===== src/rtl/snake_pkg.sv =====
// Shared snake-game types: one-hot direction encoding and the reverse-direction helper
// used by both the direction front end and the movement logic.
package snake_pkg;

    typedef logic [3:0] dir_t;

    localparam dir_t DIR_NONE  = 4'b0000;
    localparam dir_t DIR_LEFT  = 4'b0001;
    localparam dir_t DIR_RIGHT = 4'b0010;
    localparam dir_t DIR_DOWN  = 4'b0100;
    localparam dir_t DIR_UP    = 4'b1000;

    // Opposite heading; NONE (or any non-one-hot value) has no opposite.
    function automatic dir_t dir_reverse(input dir_t dir);
        dir_t rev;
        case (dir)
            DIR_LEFT:  rev = DIR_RIGHT;
            DIR_RIGHT: rev = DIR_LEFT;
            DIR_DOWN:  rev = DIR_UP;
            DIR_UP:    rev = DIR_DOWN;
            default:   rev = DIR_NONE;
        endcase
        return rev;
    endfunction

endpackage


===== src/rtl/button_debounce.sv =====
// One push-button front end: 2-FF synchroniser, stable-level debounce counter and a
// registered one-cycle press pulse on the rising edge of the debounced level.
module button_debounce #(
    parameter int DEBOUNCE_CYCLES = 1000000,
    parameter int CNT_W           = $clog2(DEBOUNCE_CYCLES + 1)
) (
    input  logic clk,
    input  logic reset,
    input  logic btn_i,
    output logic press_o
);

    localparam logic [CNT_W-1:0] CNT_LAST = CNT_W'(DEBOUNCE_CYCLES - 1);
    localparam logic [CNT_W-1:0] CNT_MAX  = '1;

    logic             sync1_q, sync2_q;
    logic             stable_q, stable_d;
    logic             stable_last_q;
    logic [CNT_W-1:0] cnt_q, cnt_d;
    logic             press_q;

    // NOTE: every signal assigned in always_comb gets a default first, so no path leaves it
    // holding its old value and no latch is inferred.
    always_comb begin
        stable_d = stable_q;
        cnt_d    = '0;
        if (sync2_q != stable_q) begin
            if (cnt_q == CNT_LAST) begin
                stable_d = sync2_q;
            end else if (cnt_q != CNT_MAX) begin
                cnt_d = cnt_q + 1'b1;
            end else begin
                cnt_d = cnt_q;
            end
        end
    end

    // NOTE: state registers use non-blocking assignments so every flop samples pre-edge values;
    // reset is synchronous and active-low, so it is just the first branch inside the clocked block.
    always_ff @(posedge clk) begin
        if (!reset) begin
            sync1_q       <= 1'b0;
            sync2_q       <= 1'b0;
            stable_q      <= 1'b0;
            stable_last_q <= 1'b0;
            cnt_q         <= '0;
            press_q       <= 1'b0;
        end else begin
            sync1_q       <= btn_i;
            sync2_q       <= sync1_q;
            stable_q      <= stable_d;
            stable_last_q <= stable_q;
            cnt_q         <= cnt_d;
            press_q       <= stable_q & ~stable_last_q;
        end
    end

    assign press_o = press_q;

endmodule


===== src/rtl/direction_input.sv =====
// Snake direction front end: debounced buttons -> latest-wins pending request -> one
// committed one-hot direction per move_tick. Define DIR_REVERSE_BLOCK_EN to reject U-turns.
module direction_input
    import snake_pkg::*;
#(
    parameter int DEBOUNCE_CYCLES = 1000000,
    parameter int CNT_W           = $clog2(DEBOUNCE_CYCLES + 1)
) (
    input  logic       clk,
    input  logic       reset,
    input  logic       l,
    input  logic       r,
    input  logic       u,
    input  logic       d,
    input  logic       move_tick,
    output logic [3:0] direction,
    output logic       turn
);

    // Button vector laid out in the same bit order as the one-hot direction code.
    logic [3:0] btn_raw;
    logic [3:0] press;

    assign btn_raw = {u, d, r, l};

    for (genvar i = 0; i < 4; i++) begin : g_btn
        button_debounce #(
            .DEBOUNCE_CYCLES(DEBOUNCE_CYCLES),
            .CNT_W          (CNT_W)
        ) u_debounce (
            .clk    (clk),
            .reset  (reset),
            .btn_i  (btn_raw[i]),
            .press_o(press[i])
        );
    end

    dir_t event_dir;
    dir_t candidate;
    dir_t pending_q, pending_d;
    dir_t dir_q, dir_d;
    logic turn_q, turn_d;

    always_comb begin
        event_dir = DIR_NONE;
        if (press[0])      event_dir = DIR_LEFT;
        else if (press[1]) event_dir = DIR_RIGHT;
        else if (press[3]) event_dir = DIR_UP;
        else if (press[2]) event_dir = DIR_DOWN;
    end

    // A press in the tick cycle bypasses pending and is consumed by that tick.
    assign candidate = (event_dir != DIR_NONE) ? event_dir : pending_q;

    always_comb begin
        pending_d = pending_q;
        dir_d     = dir_q;
        turn_d    = 1'b0;
        if (move_tick) begin
            pending_d = DIR_NONE;
            if (candidate != DIR_NONE && candidate != dir_q) begin
`ifdef DIR_REVERSE_BLOCK_EN
                if (candidate != dir_reverse(dir_q)) begin
                    dir_d  = candidate;
                    turn_d = 1'b1;
                end
`else
                dir_d  = candidate;
                turn_d = 1'b1;
`endif
            end
        end else if (event_dir != DIR_NONE) begin
            pending_d = event_dir;
        end
    end

    always_ff @(posedge clk) begin
        if (!reset) begin
            pending_q <= DIR_NONE;
            dir_q     <= DIR_NONE;
            turn_q    <= 1'b0;
        end else begin
            pending_q <= pending_d;
            dir_q     <= dir_d;
            turn_q    <= turn_d;
        end
    end

    assign direction = dir_q;
    assign turn      = turn_q;

endmodule


===== config.mk =====
export PLATFORM = sky130hd
export DESIGN_NAME = direction_input
export DESIGN_NICKNAME = d
export VERILOG_FILES = /design/src/rtl/snake_pkg.sv /design/src/rtl/button_debounce.sv /design/src/rtl/direction_input.sv
export SDC_FILE = /design/constraint.sdc
export NUM_CORES = 1
export LEC_CHECK = 0
export BUFFER_PORTS_ARGS = -buffer_cell sky130_fd_sc_hd__buf_2
export CAP_MARGIN = 20
export CORE_MARGIN = 2
export CORE_UTILIZATION = 65
export DETAILED_ROUTE_END_ITERATION = 7
export PLACE_DENSITY = 0.84
export SLEW_MARGIN = 20
export SYNTH_ARGS = -nofsm -noshare
export SYNTH_HDL_FRONTEND = slang
export SYNTH_SLANG_ARGS = --single-unit

===== constraint.sdc =====
create_clock -name clk -period 4.2 [get_ports clk]
set_clock_uncertainty 0.1 [all_clocks]
set_input_delay 0.63 -clock clk [delete_from_list [all_inputs] [get_ports clk]]
set_output_delay 0.63 -clock clk [all_outputs]
set_load 0.02 [all_outputs]

==> impl_metrics.env, run 1 <==
export IMPL_status="finished, final reports clean"
export IMPL_vdd_drop_max_mv=0.271
export IMPL_die_width_um=91.9
export IMPL_numPortBuffers=11
export IMPL_cts_sinks=109
export IMPL_clkTransAtPathRegs_ns=0.11
export IMPL_cts_tree="built"
export IMPL_num_rows=32
export IMPL_dieHeight_um=91.9
export IMPL_post_cts_buffers=0
export IMPL_ys_warn_count=0
export IMPL_drive_gt1_share_pct=7.05
export IMPL_syn2layout_area_growth_pct=5.45
export IMPL_totalWireLength_mm=9.42
export IMPL_cts_hold_buf=0
export IMPL_period_share_pct=60.7
export IMPL_cts_made_buffers=9
export IMPL_syn_num_nets=573
export IMPL_path_cells="and3_1, nand3_1, nor4_1, nand3b_1, nor3_1"
export IMPL_worst_path_buf_inv=0
export IMPL_final_common_cell="dfxtp_1"
export IMPL_ctsResizeCount=0
export IMPL_async_flop_share_pct=0
export IMPL_synth_cell_types=56
export IMPL_design_die_area_mm2=0.00845
export IMPL_max_cap_viol_count=0
export IMPL_diodes=0
export IMPL_tns_ns=0
export IMPL_slew_limit_headroom_pct=46.7
export IMPL_tightest_slew_ns=0.796
export IMPL_fin_nets=573
export IMPL_place_hpwl_mm=6.38
export IMPL_cts_htree_levels=3
export IMPL_cp_end_kind="flip-flop"
export IMPL_drc=0
export IMPL_synth_seq_area_share_pct=43.4
export IMPL_antenna_found_initial=0
export IMPL_vias=4033
export IMPL_synth_area_top_cells="dfxtp_1 (43%), xnor2_1 (7.8%), nor2_1 (6.1%)"
export IMPL_critPathKind="reg -> reg"
export IMPL_path_max_fanout=20
export IMPL_powerDensity_mw_per_mm2=323
export IMPL_slowest_delay_ns=0.63
export IMPL_critPathArrivalTime_ns=2.67
export IMPL_antenna_left=0
export IMPL_synth_top_cell_area_share_pct=43.4
export IMPL_syn_inst=562
export IMPL_synth_edf_count=0
export IMPL_worst_hold_slack_ns=0.288
export IMPL_drtIter0Drc=180
export IMPL_post_synth_top_area_cell="dfxtp_1"
export IMPL_core_mm2=0.00761
export IMPL_finalCriticalPeriod_ns=2.55
export IMPL_grt_pass1_wl_mm=16.6
export IMPL_globalRouteOverflowTotal=0
export IMPL_synth_area_mm2=0.00502
export IMPL_pin_count=12
export IMPL_grt_pass1_vias=3812
export IMPL_critical_path_required_ns=4.32
export IMPL_avgSynthCellArea_um2=8.94
export IMPL_place_congestion=0.827
export IMPL_grt_max_degree=29
export IMPL_initial_core_util_pct=66.0
export IMPL_cts_root_buffer="clkbuf_8"
export IMPL_ys_flop_type="dfxtp_1"
export IMPL_utilization_pct=69.6
export IMPL_max_freq_mhz=392
export IMPL_ys_ff_latch=109
export IMPL_rsz0062_at_grt="false"
export IMPL_hold_class="reg -> reg"
export IMPL_slew_violations=0
export IMPL_clock_latency_ns=0.37
export IMPL_via_per_inst=6.03
export IMPL_slowest_stage="nand3b_1"
export IMPL_grtUsageTotal_pct=23.8
export IMPL_dr_pass1_iters=5
export IMPL_layout_common_cells="dfxtp_1 (109), nor2_1 (82), xnor2_1 (45)"
export IMPL_leakagePower_uw=0.00169
export IMPL_wl_per_cell_um=14.1
export IMPL_setup_viol=0
export IMPL_worstSetupStartpointType="flip-flop"
export IMPL_cpLargestDelayFamily="simple AND/OR/NAND/NOR gates"
export IMPL_finalHoldViolations=0
export IMPL_clockBufferDepth=2
routing by layer:
metal / share of wire [%] / GRT usage, % / wire [um] / vias to the layer above
met5: 0 / 0 / 0 / -
met4: 1.5 / 9.83 / 138 / 0
met3: 3.7 / 4.77 / 352 / 17
met2: 48 / 38.2 / 4490 / 98
met1: 47 / 31.6 / 4430 / 1905
li1: - / - / - / 2013
where the power goes:
part	switching (uW)	leakage (uW)	total, uW	internal (uW)
logic	12.4	0.000711	19.4	7.03
clock network	355	0.000103	651	296
registers	2.91	0.000880	1040	1040
total	370	0.00169	1710	1340
synth_stat cells, drive strengths merged, types with 4 or more instances:
cell and number:
a31oi 8, o211ai 4, a311oi 5, and2 19
and4 13, clkbuf 9, nor3 26, o21ai 6
nor2 82, a2111oi 4, buf 13, nand3b 4
nor2b 12, nand4 19, inv 13, ha 4
nand2 28, a211oi 13, nor4 16, and3 16
xor2 17, dfxtp 109, xnor2 45, a21oi 15
mux2i 9, nand3 25
through the flow:
| step | worst slack, ns | instances | cell area (um2) | power [uW] |
|---|---|---|---|---|
| after global routing | 1.45 | 669 | 5300 | 1770 |
| after floorplan | 2.38 | 562 | 5020 | 1080 |
| after global placement | 1.87 | 653 | 5090 | 1080 |
| after CTS | 1.67 | 669 | 5300 | 1720 |
| after detailed placement | 1.69 | 653 | 5090 | 1080 |
| final | 1.65 | 669 | 5300 | 1710 |
area by class of cell:
type,count,area (um2)
clock buffer,10,138
clock inverter,6,72.6
fill,600,2310
inverter,13,48.8
multi-input combinational,418,2670
sequential,109,2180
tap,102,128
timing repair buffer,11,55.1
sequential cells by signal, indices dropped and copies added (netlist names):
register / cells
pending_q: 4
g_btn.u_debounce.sync1_q: 4
g_btn.u_debounce.cnt_q: 80
direction: 4
g_btn.u_debounce.stable_q: 4
g_btn.u_debounce.stable_last_q: 4
g_btn.u_debounce.sync2_q: 4
g_btn.u_debounce.press_o: 4
turn: 1
logic make-up after synthesis:
family          Yosys count  synth area share (%)
compound gates           67                  9.61
xor+xnor                 62                  10.8
fa+ha+maj                 4                 0.996
buf+inv                  35                  3.34
flops                   109                  43.4
mux                      10                  2.02
simple gates            275                  29.8
path summary, 6_finish.rpt:
kind                                startpoint                           end  depth (start not counted)  slack (ns)
max               g_btn[0].u_debounce.cnt_q[2]  g_btn[0].u_debounce.cnt_q[8]                          5        1.65
min reg2reg  g_btn[1].u_debounce.stable_last_q   g_btn[1].u_debounce.press_o                          1        0.29
max reg2reg       g_btn[0].u_debounce.cnt_q[2]  g_btn[0].u_debounce.cnt_q[8]                          5        1.65
min          g_btn[1].u_debounce.stable_last_q   g_btn[1].u_debounce.press_o                          1        0.29
Power figures use the tool's default switching activity.
==> run 2: changes to the inputs <==
CORE_UTILIZATION = 62   (was 65)
PLACE_DENSITY = 0.81   (was 0.84)
clock period = 2.6 ns   (was 4.2 ns; I/O delays follow)
==> run 2 against run 1 <==
- final cell count grew 0.75%
- worst hold slack got worse by 0.18 ns
- largest power group unchanged
- combinational power increased by 77%
- sequential power grew 62%
- clock-buffer cell count decreased by 1
- sequential share of layout area shrank 0.13 points
- cell area up 0.31%
- via count is 1.6% lower
- highest routed layer unchanged
- sequential cell count stayed put
- maximum frequency is 18% higher
- critical endpoint is now g_btn[3].u_debounce.cnt_q[14]
- register-to-register slack got worse by 1.2 ns
==> impl_metrics.env, run 2 (synthesis results as in run 1) <==
export IMPL_slew_limit_headroom_pct=61.1
export IMPL_tightest_slew_ns=0.579
export IMPL_grt_pass1_vias=3680
export IMPL_tns_ns=0
export IMPL_rsz0062_at_grt="false"
export IMPL_initial_core_util_pct=64.3
export IMPL_clkTransAtPathRegs_ns=0.11
export IMPL_path_cells="ha_1, and2_1, nand4_1, nor3_1, nand3b_1, buf_4, nor2_1"
export IMPL_setup_viol=0
export IMPL_cts_root_buffer="clkbuf_8"
export IMPL_drc=0
export IMPL_cts_hold_buf=0
export IMPL_critical_path_required_ns=2.77
export IMPL_cts_htree_levels=3
export IMPL_place_hpwl_mm=6.35
export IMPL_setup_worst_path_end="g_btn[3].u_debounce.cnt_q[14]"
export IMPL_slew_violations=0
export IMPL_layout_common_cells="dfxtp_1 (109), nor2_1 (82), xnor2_1 (45)"
export IMPL_cpLargestDelayFamily="simple AND/OR/NAND/NOR gates"
export IMPL_place_congestion=0.872
export IMPL_powerDensity_mw_per_mm2=506
export IMPL_r2r_start="g_btn[3].u_debounce.cnt_q[0]"
export IMPL_grtUsageTotal_pct=21.9
export IMPL_cts_tree="built"
export IMPL_grt_pass1_wl_mm=15.8
export IMPL_critPathKind="reg -> reg"
export IMPL_pin_count=12
export IMPL_cp_end_kind="flip-flop"
export IMPL_critPathArrivalTime_ns=2.33
export IMPL_syn2layout_area_growth_pct=5.78
export IMPL_clockBufferDepth=2
export IMPL_slowest_delay_ns=0.40
export IMPL_top_register="g_btn.u_debounce.cnt_q"
export IMPL_core_mm2=0.00781
export IMPL_num_rows=32
export IMPL_path_max_fanout=12
export IMPL_critPathLaunch="g_btn[3].u_debounce.cnt_q[0]"
export IMPL_diodes=0
export IMPL_largest_reg_flops=80
export IMPL_numPortBuffers=11
export IMPL_vias=3969
export IMPL_totalWireLength_mm=9.05
export IMPL_drive_gt1_share_pct=7.87
export IMPL_dr_pass1_iters=7
export IMPL_clock_latency_ns=0.37
export IMPL_drtIter0Drc=126
export IMPL_period_share_pct=83.2
export IMPL_fin_nets=578
export IMPL_via_per_inst=5.89
export IMPL_final_common_cell="dfxtp_1"
export IMPL_ctsResizeCount=0
export IMPL_reg2reg_slack_ns=0.44
export IMPL_wl_per_cell_um=13.4
export IMPL_power_uw=2690
export IMPL_rr_worst_depth=7
export IMPL_dieHeight_um=94.0
export IMPL_max_cap_viol_count=0
export IMPL_grt_max_degree=29
export IMPL_dp_cells=658
export IMPL_cp_depth=7
export IMPL_finalCriticalPeriod_ns=2.16
export IMPL_hold_class="in -> reg"
export IMPL_leakagePower_uw=0.00171
export IMPL_slowest_stage="dfxtp_1"
export IMPL_r2r_end="g_btn[3].u_debounce.cnt_q[14]"
export IMPL_finalHoldViolations=0
export IMPL_cts_made_buffers=9
export IMPL_design_die_area_mm2=0.00884
export IMPL_post_cts_buffers=0
export IMPL_final_cells=674
export IMPL_max_freq_mhz=462
export IMPL_post_place_ws_ns=0.461
export IMPL_antenna_found_initial=0
export IMPL_vdd_drop_max_mv=0.324
export IMPL_antenna_left=0
export IMPL_status="finished, final reports clean"
export IMPL_cts_sinks=109
export IMPL_worstSetupStartpointType="flip-flop"
export IMPL_worst_path_buf_inv=1
export IMPL_fillers=650
export IMPL_die_width_um=94.0
export IMPL_globalRouteOverflowTotal=0
export IMPL_fin_ws_ns=0.436
run 2: changes by cell type in the layout (fill, tap and decap cells not counted), sizes merged:
cell,previous run,this run
bufinv,1,0
clkbuf,10,9
buf,11,16
clkinv,4,2
inv,13,17
run 2: where the power goes:
group          switching, uW  total [uW]  internal (uW)
Clock                    600         972            372
Sequential              4.24        1680           1680
Combinational           21.3        34.3           13.0
run 2: per-stage QoR:
step                hold slack (ns)  utilization [%]  area, um2
floorplan                     0.267                -       5020
finish                        0.110             68.1       5310
global placement              0.270             65.6       5120
detailed placement            0.278             65.6       5120
CTS                          0.0934             68.1       5310
global route                 0.0938             68.1       5310
run 2: final cells by class:
type | count | area (um2) | area share, %
multi-input cells | 418 | 2670 | 50.3
flip-flops and latches | 109 | 2180 | 41.1
well taps | 102 | 128 | 2.40
clock buffers | 9 | 124 | 2.33
repair buffers | 16 | 92.6 | 1.74
clock inverters | 7 | 65.1 | 1.22
inverters | 13 | 48.8 | 0.918
run 2: worst min path at each step:
stage,startpoint,to,slack (ns),cells after the start
4_1_cts,d,g_btn[2].u_debounce.sync1_q,0.09,2
3_3_place_gp,g_btn[3].u_debounce.stable_last_q,g_btn[3].u_debounce.press_o,0.27,1
2_1_floorplan,g_btn[0].u_debounce.stable_last_q,g_btn[0].u_debounce.press_o,0.27,1
5_1_grt,d,g_btn[2].u_debounce.sync1_q,0.09,2
3_5_place_dp,g_btn[1].u_debounce.stable_last_q,g_btn[1].u_debounce.press_o,0.28,1
6_report,d,g_btn[2].u_debounce.sync1_q,0.11,2
run 2: layer usage:
metal	global-route usage [%]	wire (um)
met5	0	0
met4	7.85	81
met1	28.5	4340
met2	35.6	4330
met3	5.22	302
==> run 3: changes to the inputs <==
clock period = 2.2 ns   (was 2.6 ns; I/O delays follow)
==> run 3 against run 2 <==
- highest routed layer unchanged
- die area stayed put
- register-to-register slack got worse by 0.24 ns
- critical endpoint is now g_btn[1].u_debounce.cnt_q[15]
- final cell count up 1.0%
- global-route usage grew 0.49 points
- core utilization grew 0.95 points
- largest cell class unchanged
- clock-buffer cell count stayed put
==> impl_metrics.env, run 3 (synthesis results as in run 1) <==
export IMPL_dieHeight_um=94.0
export IMPL_fin_nets=586
export IMPL_powerDensity_mw_per_mm2=599
export IMPL_globalRouteOverflowTotal=0
export IMPL_layout_common_cells="dfxtp_1 (109), nor2_1 (82), xnor2_1 (45)"
export IMPL_setup_viol=0
export IMPL_critPathKind="reg -> reg"
export IMPL_pwr_share_clk_pct=37.1
export IMPL_slew_limit_headroom_pct=61.7
export IMPL_drive_gt1_share_pct=8.98
export IMPL_syn2layout_area_growth_pct=7.25
export IMPL_drc=0
export IMPL_status="finished, final reports clean"
export IMPL_hold_class="in -> reg"
export IMPL_num_rows=32
export IMPL_grt_max_degree=21
export IMPL_top_register="g_btn.u_debounce.cnt_q"
export IMPL_critical_path_required_ns=2.35
export IMPL_cts_root_buffer="clkbuf_8"
export IMPL_finalHoldViolations=0
export IMPL_clockBufferDepth=2
export IMPL_place_congestion=0.820
export IMPL_design_die_area_mm2=0.00884
export IMPL_tightest_slew_ns=0.569
export IMPL_largest_reg_flops=80
export IMPL_p_sw_uw=697
export IMPL_clkTransAtPathRegs_ns=0.10
export IMPL_clock_latency_ns=0.36
export IMPL_cts_made_buffers=9
export IMPL_cpLargestDelayFamily="simple AND/OR/NAND/NOR gates"
export IMPL_max_cap_viol_count=0
export IMPL_wl_per_cell_um=13.5
export IMPL_worst_path_buf_inv=0
export IMPL_path_cells="ha_1, nand2_1, or4_4, nand3_4, nor2_1"
export IMPL_tns_ns=0
export IMPL_vias=3976
export IMPL_rsz0062_at_grt="false"
export IMPL_place_hpwl_mm=6.44
export IMPL_numPortBuffers=11
export IMPL_diodes=0
export IMPL_vdd_drop_max_mv=0.431
export IMPL_critPathArrivalTime_ns=2.16
export IMPL_totalWireLength_mm=9.21
export IMPL_finalCriticalPeriod_ns=2.01
export IMPL_grt_pass1_vias=3746
export IMPL_max_freq_mhz=498
export IMPL_antenna_left=0
export IMPL_initial_core_util_pct=64.3
export IMPL_cts_sinks=109
export IMPL_die_width_um=94.0
export IMPL_final_common_cell="dfxtp_1"
export IMPL_core_mm2=0.00781
export IMPL_dp_cells=666
export IMPL_slowest_delay_ns=0.57
export IMPL_grt_pass1_wl_mm=16.2
export IMPL_antenna_found_initial=0
export IMPL_path_max_fanout=20
export IMPL_cts_hold_buf=0
export IMPL_slowest_stage="or4_4"
export IMPL_cts_htree_levels=3
export IMPL_final_cells=681
export IMPL_seq_power_share_pct=61.5
export IMPL_utilization_pct=69.0
export IMPL_drtIter0Drc=104
export IMPL_p_int_uw=2530
export IMPL_cts_tree="built"
export IMPL_leakagePower_uw=0.00175
export IMPL_switching_share_pct=21.6
export IMPL_grtUsageTotal_pct=22.4
export IMPL_slew_violations=0
export IMPL_dr_pass1_iters=5
export IMPL_combPwrFrac_pct=1.4
export IMPL_via_per_inst=5.84
export IMPL_period_share_pct=91.3
export IMPL_pin_count=12
export IMPL_worstSetupStartpointType="flip-flop"
export IMPL_cp_end_kind="flip-flop"
## run 3: changes by cell type in the layout (fill, tap and decap cells not counted)
cell | before | now
inv_6 | 2 | 1
nand3_2 | 2 | 1
clkinv_2 | 0 | 1
nand3_4 | 0 | 1
buf_4 | 5 | 13
inv_8 | 2 | 1
bufinv_16 | 0 | 1
clkinv_4 | 2 | 1
## run 3: worst paths after layout
check,startpoint,to,slack (ns),cells past startpoint
setup / recovery,g_btn[1].u_debounce.cnt_q[1],g_btn[1].u_debounce.cnt_q[15],0.19,5
hold / removal,r,g_btn[1].u_debounce.sync1_q,0.07,2
setup reg to reg,g_btn[1].u_debounce.cnt_q[1],g_btn[1].u_debounce.cnt_q[15],0.19,5
hold reg to reg,g_btn[0].u_debounce.stable_last_q,g_btn[0].u_debounce.press_o,0.29,1
## run 3: area by class of cell
| type | instances | area (um2) |
|---|---|---|
| fillers | 632 | 2420 |
| clock buffers | 9 | 124 |
| repair buffers | 24 | 153 |
| flip-flops and latches | 109 | 2180 |
| multi-input cells | 418 | 2680 |
| well taps | 102 | 128 |
| inverters | 13 | 48.8 |
| clock inverters | 6 | 71.3 |
## run 3: worst reg2reg max path, cell delays in order, from the launching register on
cell and delay (ns):
dfxtp_1 0.44, ha_1 0.30, nand2_1 0.15, or4_4 0.58, nand3_4 0.24, nor2_1 0.10
## run 3: metal layers
metal  track usage (%)  wire length [um]
met4              7.13                78
met3              5.30               305
met5                 0                 0
met2              37.3              4390
met1              28.8              4440
## run 3: per-stage QoR
step | total power [uW] | setup slack [ns] | cell area [um2] | hold slack (ns)
after floorplan | 2060 | 0.384 | 5020 | 0.267
after global placement | 2070 | 0.205 | 5180 | 0.271
after detailed placement | 2070 | 0.148 | 5180 | 0.280
after CTS | 3260 | 0.136 | 5380 | 0.0478
after global routing | 3340 | 0.0476 | 5390 | 0.0510
final | 3230 | 0.191 | 5390 | 0.0663
## run 3: what timing repair did
action | CTS | global route
resized for setup | 0 | 1
endpoints found under the hold margin | 0 | 0
setup endpoints to repair | 0 | 20
setup buffers | 0 | 0
## run 3: power groups by stage
stage	Sequential (uW)	Clock (uW)	Combinational [uW]
3_3_place_gp	2030	0	41.7
6_report	1980	1200	43.8
2_1_floorplan	2030	0	30.9
4_1_cts	1990	1230	43.3
5_1_grt	1990	1310	49.4
3_5_place_dp	2030	0	43.1
